File: config.mk
export PLATFORM = sky130hd
export DESIGN_NAME = write_control_top_1_flat
export DESIGN_NICKNAME = d
export VERILOG_FILES = /design/src/rtl/write_control_top_1_pkg.sv /design/src/rtl/write_control_top_1_if.sv /design/src/rtl/write_control_top_1_gray_sync.sv /design/src/rtl/write_control_top_1.sv /design/src/flat_wrapper.sv
export SDC_FILE = /design/constraint.sdc
export NUM_CORES = 1
export LEC_CHECK = 0
export BUFFER_PORTS_ARGS = -buffer_cell sky130_fd_sc_hd__buf_4
export CAP_MARGIN = 20
export CORE_MARGIN = 10
export CORE_UTILIZATION = 30
export CTS_CLUSTER_DIAMETER = 80
export DETAILED_ROUTE_END_ITERATION = 8
export PLACE_DENSITY = 0.55
export RECOVER_POWER = 25
export SYNTH_ARGS = -nofsm -noshare
export SYNTH_HDL_FRONTEND = slang
export SYNTH_SLANG_ARGS = --single-unit
File: constraint.sdc
create_clock -name wr_clk -period 4.6 [get_ports wr_clk]
set_input_delay 1.15 -clock wr_clk [delete_from_list [all_inputs] [get_ports wr_clk]]
set_output_delay 1.15 -clock wr_clk [all_outputs]
set_load 0.05 [all_outputs]
File: src/rtl/write_control_top_1_pkg.sv
// -----------------------------------------------------------------------------
// write_control_top_1_pkg
// Shared definitions for the FIFO pointer controllers (write side and its
// mirror-image read side).
//   A_LENGTH_DEF : default RAM address width; pointers carry one extra wrap bit
//   GW           : working width of the Gray helpers; callers cast in and out
//   bin2gray     : binary -> reflected Gray code
//   gray2bin     : reflected Gray code -> binary
// -----------------------------------------------------------------------------
package write_control_top_1_pkg;

    localparam int A_LENGTH_DEF = 4;
    localparam int GW           = 32;

    function automatic logic [GW-1:0] bin2gray(input logic [GW-1:0] bin);
        return bin ^ (bin >> 1);
    endfunction

    // Each binary bit is the XOR of all Gray bits at and above it.
    function automatic logic [GW-1:0] gray2bin(input logic [GW-1:0] gray);
        logic [GW-1:0] bin;
        bin[GW-1] = gray[GW-1];
        for (int i = GW - 2; i >= 0; i--) begin
            bin[i] = bin[i+1] ^ gray[i];
        end
        return bin;
    endfunction

endpackage

File: src/rtl/write_control_top_1_if.sv
// -----------------------------------------------------------------------------
// write_control_top_1_if
// Producer / read-domain facing signals of the FIFO write controller.
//   wr_en        : producer write request
//   rd_ptr_gray  : Gray read pointer from the read domain (asynchronous)
//   wr_accept    : RAM write strobe (wr_en & ~f_full)
//   f_full       : registered full flag
//   almost_full  : registered occupancy >= threshold
//   overflow     : sticky, a write was attempted while full
//   MSB_wr_ptr   : wrap bit of the write pointer
//   b_wr_ptr     : RAM write address
//   wr_ptr       : binary write pointer
//   wr_ptr_gray  : registered Gray write pointer for the read domain
// master = producer side, slave = write controller.
// -----------------------------------------------------------------------------
interface write_control_top_1_if
    import write_control_top_1_pkg::*;
#(
    parameter int A_LENGTH = A_LENGTH_DEF
) ();

    logic                wr_en;
    logic [A_LENGTH:0]   rd_ptr_gray;
    logic                wr_accept;
    logic                f_full;
    logic                almost_full;
    logic                overflow;
    logic                MSB_wr_ptr;
    logic [A_LENGTH-1:0] b_wr_ptr;
    logic [A_LENGTH:0]   wr_ptr;
    logic [A_LENGTH:0]   wr_ptr_gray;

    modport master (
        output wr_en, rd_ptr_gray,
        input  wr_accept, f_full, almost_full, overflow,
               MSB_wr_ptr, b_wr_ptr, wr_ptr, wr_ptr_gray
    );

    modport slave (
        input  wr_en, rd_ptr_gray,
        output wr_accept, f_full, almost_full, overflow,
               MSB_wr_ptr, b_wr_ptr, wr_ptr, wr_ptr_gray
    );

endinterface

File: src/rtl/write_control_top_1_gray_sync.sv
// -----------------------------------------------------------------------------
// write_control_top_1_gray_sync
// Multi-flop synchroniser for a Gray-coded pointer entering this clock domain.
// Only one bit of the input changes per source edge, so the flopped value is
// always either the old or the new pointer.
//   clk  : destination clock
//   srst : synchronous active-high reset, clears every stage
//   d_i  : asynchronous Gray pointer
//   q_o  : synchronised pointer (output of the last stage)
// -----------------------------------------------------------------------------
module write_control_top_1_gray_sync #(
    parameter int WIDTH  = 5,
    parameter int STAGES = 2
) (
    input  logic             clk,
    input  logic             srst,
    input  logic [WIDTH-1:0] d_i,
    output logic [WIDTH-1:0] q_o
);

    genvar gi;
    generate
        for (gi = 0; gi < STAGES; gi++) begin : g_stage
            logic [WIDTH-1:0] stage_d;
            logic [WIDTH-1:0] stage_q;

            if (gi == 0) begin : g_first
                assign stage_d = d_i;
            end else begin : g_next
                assign stage_d = g_stage[gi-1].stage_q;
            end

            always_ff @(posedge clk) begin
                if (srst) begin
                    stage_q <= '0;
                end else begin
                    stage_q <= stage_d;
                end
            end
        end
    endgenerate

    assign q_o = g_stage[STAGES-1].stage_q;

endmodule

File: src/rtl/write_control_top_1.sv
// -----------------------------------------------------------------------------
// write_control_top_1
// Write-side pointer/flag controller of the asynchronous FIFO.
//   wr_clk : write clock
//   reset  : synchronous active-high reset
//   bus    : producer / read-domain signals (see write_control_top_1_if)
// Keeps the binary write pointer, exports its registered Gray image, brings the
// read Gray pointer across with a flop chain and derives full / almost_full /
// overflow from the next pointer value so the flags line up with the pointer.
// -----------------------------------------------------------------------------
module write_control_top_1
    import write_control_top_1_pkg::*;
#(
    parameter int A_LENGTH       = A_LENGTH_DEF,
    parameter int SYNC_STAGES    = 2,
    parameter int ALMOST_FULL_TH = 14
) (
    input logic                  wr_clk,
    input logic                  reset,
    write_control_top_1_if.slave bus
);

    localparam int               PTR_W = A_LENGTH + 1;
    localparam logic [PTR_W-1:0] AF_TH = PTR_W'(ALMOST_FULL_TH);

    logic [PTR_W-1:0] wr_ptr_q,  wr_ptr_d;
    logic [PTR_W-1:0] wr_gray_q, wr_gray_d;
    logic [PTR_W-1:0] rq_sync;
    logic [PTR_W-1:0] full_gray;
    logic [PTR_W-1:0] occ;
    logic             f_full_q,      f_full_d;
    logic             almost_full_q, almost_full_d;
    logic             overflow_q,    overflow_d;
    logic             wr_accept;

    write_control_top_1_gray_sync #(
        .WIDTH  (PTR_W),
        .STAGES (SYNC_STAGES)
    ) u_rd_sync (
        .clk  (wr_clk),
        .srst (reset),
        .d_i  (bus.rd_ptr_gray),
        .q_o  (rq_sync)
    );

    // Accept depends on the registered flag only; the flag already accounts
    // for the write that made the FIFO full.
    assign wr_accept = bus.wr_en & ~f_full_q;
    assign wr_ptr_d  = wr_ptr_q + PTR_W'(wr_accept);
    assign wr_gray_d = PTR_W'(bin2gray(GW'(wr_ptr_d)));

    // Full when the write pointer is exactly one lap ahead of the read pointer:
    // in Gray code that is the read pointer with its top two bits inverted.
    assign full_gray = {~rq_sync[A_LENGTH:A_LENGTH-1], rq_sync[A_LENGTH-2:0]};

    // Occupancy seen through the synchroniser; the read pointer lags, so this
    // can only overstate the fill level.
    assign occ = wr_ptr_d - PTR_W'(gray2bin(GW'(rq_sync)));

    assign f_full_d      = (wr_gray_d == full_gray);
    assign almost_full_d = (occ >= AF_TH);
    assign overflow_d    = overflow_q | (bus.wr_en & f_full_q);

    always_ff @(posedge wr_clk) begin
        if (reset) begin
            wr_ptr_q      <= '0;
            wr_gray_q     <= '0;
            f_full_q      <= 1'b0;
            almost_full_q <= 1'b0;
            overflow_q    <= 1'b0;
        end else begin
            wr_ptr_q      <= wr_ptr_d;
            wr_gray_q     <= wr_gray_d;
            f_full_q      <= f_full_d;
            almost_full_q <= almost_full_d;
            overflow_q    <= overflow_d;
        end
    end

    assign bus.wr_accept   = wr_accept;
    assign bus.f_full      = f_full_q;
    assign bus.almost_full = almost_full_q;
    assign bus.overflow    = overflow_q;
    assign bus.MSB_wr_ptr  = wr_ptr_q[A_LENGTH];
    assign bus.b_wr_ptr    = wr_ptr_q[A_LENGTH-1:0];
    assign bus.wr_ptr      = wr_ptr_q;
    assign bus.wr_ptr_gray = wr_gray_q;

endmodule

File: src/flat_wrapper.sv
// flat-port wrapper written by rule: the top's interface ports become plain ports
module write_control_top_1_flat import write_control_top_1_pkg::*;
#(
    parameter int A_LENGTH       = A_LENGTH_DEF,
    parameter int SYNC_STAGES    = 2,
    parameter int ALMOST_FULL_TH = 14
)
  (wr_clk, reset, bus_wr_en, bus_rd_ptr_gray, bus_wr_accept, bus_f_full, bus_almost_full, bus_overflow, bus_MSB_wr_ptr, bus_b_wr_ptr, bus_wr_ptr, bus_wr_ptr_gray);
  write_control_top_1_if #(.A_LENGTH(A_LENGTH)) bus_i ();
  input logic wr_clk;
  input logic reset;
  input wire logic [$bits(bus_i.wr_en)-1:0] bus_wr_en;
  input wire logic [$bits(bus_i.rd_ptr_gray)-1:0] bus_rd_ptr_gray;
  output wire logic [$bits(bus_i.wr_accept)-1:0] bus_wr_accept;
  output wire logic [$bits(bus_i.f_full)-1:0] bus_f_full;
  output wire logic [$bits(bus_i.almost_full)-1:0] bus_almost_full;
  output wire logic [$bits(bus_i.overflow)-1:0] bus_overflow;
  output wire logic [$bits(bus_i.MSB_wr_ptr)-1:0] bus_MSB_wr_ptr;
  output wire logic [$bits(bus_i.b_wr_ptr)-1:0] bus_b_wr_ptr;
  output wire logic [$bits(bus_i.wr_ptr)-1:0] bus_wr_ptr;
  output wire logic [$bits(bus_i.wr_ptr_gray)-1:0] bus_wr_ptr_gray;
  assign bus_i.wr_en = bus_wr_en;
  assign bus_i.rd_ptr_gray = bus_rd_ptr_gray;
  assign bus_wr_accept = bus_i.wr_accept;
  assign bus_f_full = bus_i.f_full;
  assign bus_almost_full = bus_i.almost_full;
  assign bus_overflow = bus_i.overflow;
  assign bus_MSB_wr_ptr = bus_i.MSB_wr_ptr;
  assign bus_b_wr_ptr = bus_i.b_wr_ptr;
  assign bus_wr_ptr = bus_i.wr_ptr;
  assign bus_wr_ptr_gray = bus_i.wr_ptr_gray;
  write_control_top_1 #(.A_LENGTH(A_LENGTH), .SYNC_STAGES(SYNC_STAGES), .ALMOST_FULL_TH(ALMOST_FULL_TH)) u_core (.wr_clk(wr_clk), .reset(reset), .bus(bus_i));
endmodule
==> impl_summary.log <==
INFO  metric post_synth_and_or_nand_nor_area_fraction = 0.2225
INFO  metric finalSetupViolations = 0
INFO  metric clk_pin_slew = 110 ps
INFO  metric grt_pass1_wl = about 3600 um
INFO  metric drc = 0
INFO  metric synthXorXnorAreaFrac = 0.1584
INFO  metric final_cell_area = 1275 sq um
INFO  metric reg_power_frac = 0.482
INFO  metric peakVddDrop = about 0.23 mV
INFO  metric seq_cells_post_synth = 22
INFO  metric final_nets = 143
INFO  metric synth-async-reset-ratio = 0
INFO  metric launching_element_type_of_the_critical_path = primary input
INFO  metric dpl-instance-area = 1242 sq um
INFO  metric wl_met1 = 862 um
INFO  metric net-switching-power = approximately 130 uW
INFO  metric i_o_pin_cnt = 27
INFO  metric first_iter_violations = 26
INFO  metric number_of_distinct_library_cells_after_synthesis = 24
INFO  metric register_to_register_path_setup_slack = about 1200 ps
INFO  metric dr.pass1.iters = 4
INFO  metric reg2regPathDepth = 9
INFO  metric gpl_congestion = around 0.81
INFO  metric synth-seq-area-share = 0.4256
INFO  metric place_ws = 594.7 ps
INFO  metric grt_setup_unrepaired = no
INFO  metric drive_gt1_frac = 0.2520
INFO  metric met2_length = 813 um
INFO  metric numCtsBuffers = 3
INFO  metric critical_path.startpoint = bus_wr_en
INFO  metric synthMuxAreaShare = 0.009674
INFO  metric cts_htree_levels = 1
INFO  metric core_area = between 3000 and 4000 sq um
INFO  metric cell_internal_pwr = 297.4 uW
INFO  metric top_layer_used = met4
INFO  metric die_x = slightly below 80 um
INFO  metric grt_util_all_layers = 0.06784
INFO  metric synth.avg_cell_area = 9.949 sq um
INFO  metric die_area = around 6200 sq um
INFO  metric combinational_fraction_of_design_power = 0.279
INFO  metric criticalPathCategory = in2reg
INFO  metric fp-row-count = 21
INFO  metric tritoncts = yes
INFO  metric fin_setup_tns = 0 ps
INFO  metric finalMaxSlewViolations = 0
INFO  metric rr_endpoint = u_core.bus.almost_full
INFO  metric status = finished clean
INFO  metric synth_warnings = 0
INFO  metric cp.arrival = 3860 ps
INFO  metric regToRegStartpoint = u_core.u_rd_sync.q_o[4]
INFO  metric timing.critical_path.required = roughly 4800 ps
INFO  metric dr_total_vias = 750
INFO  metric routed_wl = 1930 um
INFO  metric holdCritPathClass = reg2reg
INFO  metric routed_wire_length_per_instance = roughly 11 um
INFO  metric highest_clock_rate = 272.4 MHz
INFO  metric synthesis.nets = 119
INFO  metric hpwlAfterDp = around 1600 um
INFO  metric final_antenna_net_count = 0
INFO  metric final-hold-violation-count = 0
INFO  metric cts_max_path_buffers = 2
INFO  metric synth-compound-area-share = 0.02297
INFO  metric route.detailed.vias_per_inst = between 4 and 5
INFO  metric cts_root_buf = sky130_fd_sc_hd__clkbuf_4
INFO  metric synth_top_flop_cell = sky130_fd_sc_hd__dfxtp_1
INFO  metric layout_setup_ws = around 930 ps
INFO  metric remaining_max_slew_budget_at_the_tightest_pin = 0.3233
INFO  metric n_antenna_cell = 0
INFO  metric grt_max_degree = 26
INFO  metric number_of_instances_resized_during_post_cts_repair = 0
INFO  metric gr-total-overflow = 0
INFO  metric first_global_vias = 780
INFO  metric ctsHoldBuffers = 0
INFO  metric postSynthCellCount = 104
INFO  metric dr_wl_met3 = 241 um
INFO  metric p_leak = 0.0005889 uW
INFO  metric io_buffer_count = 26
INFO  metric cts.sinks = 22
INFO  metric finalCoreUtilization = 0.3821
INFO  metric crit_path_max_fanout = 6
INFO  metric final.setup_skew = 4.537 ps
INFO  metric floorplan.initialDensity = 0.3101
INFO  metric synth_top_family_by_area = simple AND/OR/NAND/NOR gates
INFO  metric period_minus_slack = 3671 ps
INFO  metric worst_pin_slew = 1015 ps
INFO  metric switching_portion_of_total_power = 0.3089
INFO  metric cts_post_setup_buffers_inserted = 0
INFO  metric endpoint = u_core.bus.almost_full
INFO  metric chip_height = between 70 and 80 um
INFO  metric maxCapViolCount = 0
INFO  metric grt_antenna_before_repair = 0
INFO  metric area_growth = 23.22%
INFO  metric synth_adder_area_share = 0.09190
INFO  metric power.clock.fraction = 0.239
INFO  metric clock_latency = 300 ps
INFO  metric share_of_the_clock_period_used_by_the_worst_path_after_layout = 0.7981
INFO  metric hold_start = u_core.u_rd_sync.g_stage[0].stage_q[0]
INFO  metric number_of_synthesized_flops_with_an_enable_pin = 0
INFO  metric post_synth_instance_area = 1035 sq um
INFO  metric crit_path_end_kind = flip-flop
INFO  metric cellPowerDensity = about 340 nW/um^2
## placed cells by master, fill, tap and decap left out, drive strengths merged, types with 2 or more instances in the layout
master,synthesis,final
nand3,4,4
ha,6,6
xor2,6,6
nor2b,13,13
clkbuf,2,5
inv,5,5
dfxtp,22,22
or4b,2,2
nand4b,2,2
nor2,11,11
xnor2,10,10
a21oi,3,3
nor3,2,2
buf,6,26
## layout make-up
| cell class | count | area (sq um) |
|---|---|---|
| clock buffers | 4 | 36.28 |
| fillers | 330 | 2062 |
| inverters | 5 | 18.77 |
| multi-input cells | 69 | 523.0 |
| flip-flops and latches | 22 | 440.4 |
| well taps | 46 | 57.56 |
| repair buffers | 27 | 198.9 |
## sequential cells by signal, summed over array words and instances, names as in the netlist
name	flops
u_core.bus.wr_ptr_gray	5
u_core.u_rd_sync.g_stage.stage_q	5
u_core.u_rd_sync.q_o	5
u_core.bus.wr_ptr	4
u_core.bus.almost_full	1
u_core.bus.f_full	1
u_core.bus.overflow	1
## metal layers
metal,global-route usage,vias to the layer above
met4,0.01075,0
met3,0.04167,2
met2,0.1028,33
met5,0,-
met1,0.08147,335
li1,-,380
## stage by stage
stage,std cells,total power [uW],hold slack (ps)
after global routing,173,461.0,467.3
after floorplan,104,302.8,413.8
after global placement,169,331.6,419.4
after CTS,173,437.4,448.3
after detailed placement,169,334.2,420.4
final,173,430.3,445.0
## Yosys cell counts, types with 2 or more instances
master                     number  area [sq um]
sky130_fd_sc_hd__nand3_1        4         20.02
sky130_fd_sc_hd__nor3_1         2         10.01
sky130_fd_sc_hd__a21oi_1        3         15.01
sky130_fd_sc_hd__dfxtp_1       22         440.4
sky130_fd_sc_hd__buf_4          6         45.04
sky130_fd_sc_hd__clkbuf_1       2         7.510
sky130_fd_sc_hd__xnor2_1       10         87.58
sky130_fd_sc_hd__inv_1          5         18.77
sky130_fd_sc_hd__nor2b_1       13         81.33
sky130_fd_sc_hd__nand4b_1       2         17.52
sky130_fd_sc_hd__xor2_1         6         52.55
sky130_fd_sc_hd__or4b_1         2         20.02
sky130_fd_sc_hd__nor2_1        11         41.29
sky130_fd_sc_hd__ha_1           6         75.07
## worst min-delay path by stage
stage                              endpoint  slack [ps]  depth (start not counted)
floorplan           u_core.u_rd_sync.q_o[0]         410                          1
CTS                 u_core.u_rd_sync.q_o[0]         450                          1
global route        u_core.u_rd_sync.q_o[0]         470                          1
detailed placement  u_core.u_rd_sync.q_o[0]         420                          1
finish              u_core.u_rd_sync.q_o[0]         450                          1
global placement    u_core.u_rd_sync.q_o[3]         420                          1
## kinds of logic after synthesis
group	count (synthesis)
AND/OR/NAND/NOR	40
flip-flops	22
XOR/XNOR	17
buffers and inverters	13
adder cells (fa/ha/maj)	7
AO/OA/AOI/OAI	4
multiplexers	1
## power groups by stage
| stage | clock, uW | combinational (uW) | sequential, uW |
|---|---|---|---|
| 2_1_floorplan | 0 | 67.8 | 235 |
| 3_3_place_gp | 0 | 120 | 212 |
| 3_5_place_dp | 0 | 122 | 212 |
| 4_1_cts | 107 | 123 | 208 |
| 5_1_grt | 119 | 133 | 209 |
| 6_report | 103 | 120 | 207 |
## worst max-delay path, stage by stage
cell and delay, ps:
sky130_fd_sc_hd__buf_4 110, sky130_fd_sc_hd__nor2b_1 140, sky130_fd_sc_hd__ha_1 190, sky130_fd_sc_hd__ha_1 390, sky130_fd_sc_hd__inv_1 130, sky130_fd_sc_hd__fa_1 480
sky130_fd_sc_hd__or4b_1 550, sky130_fd_sc_hd__nand3_1 130, sky130_fd_sc_hd__nor3_1 50, sky130_fd_sc_hd__or4b_1 530
Note: power is estimated with default switching activity, not from simulation.
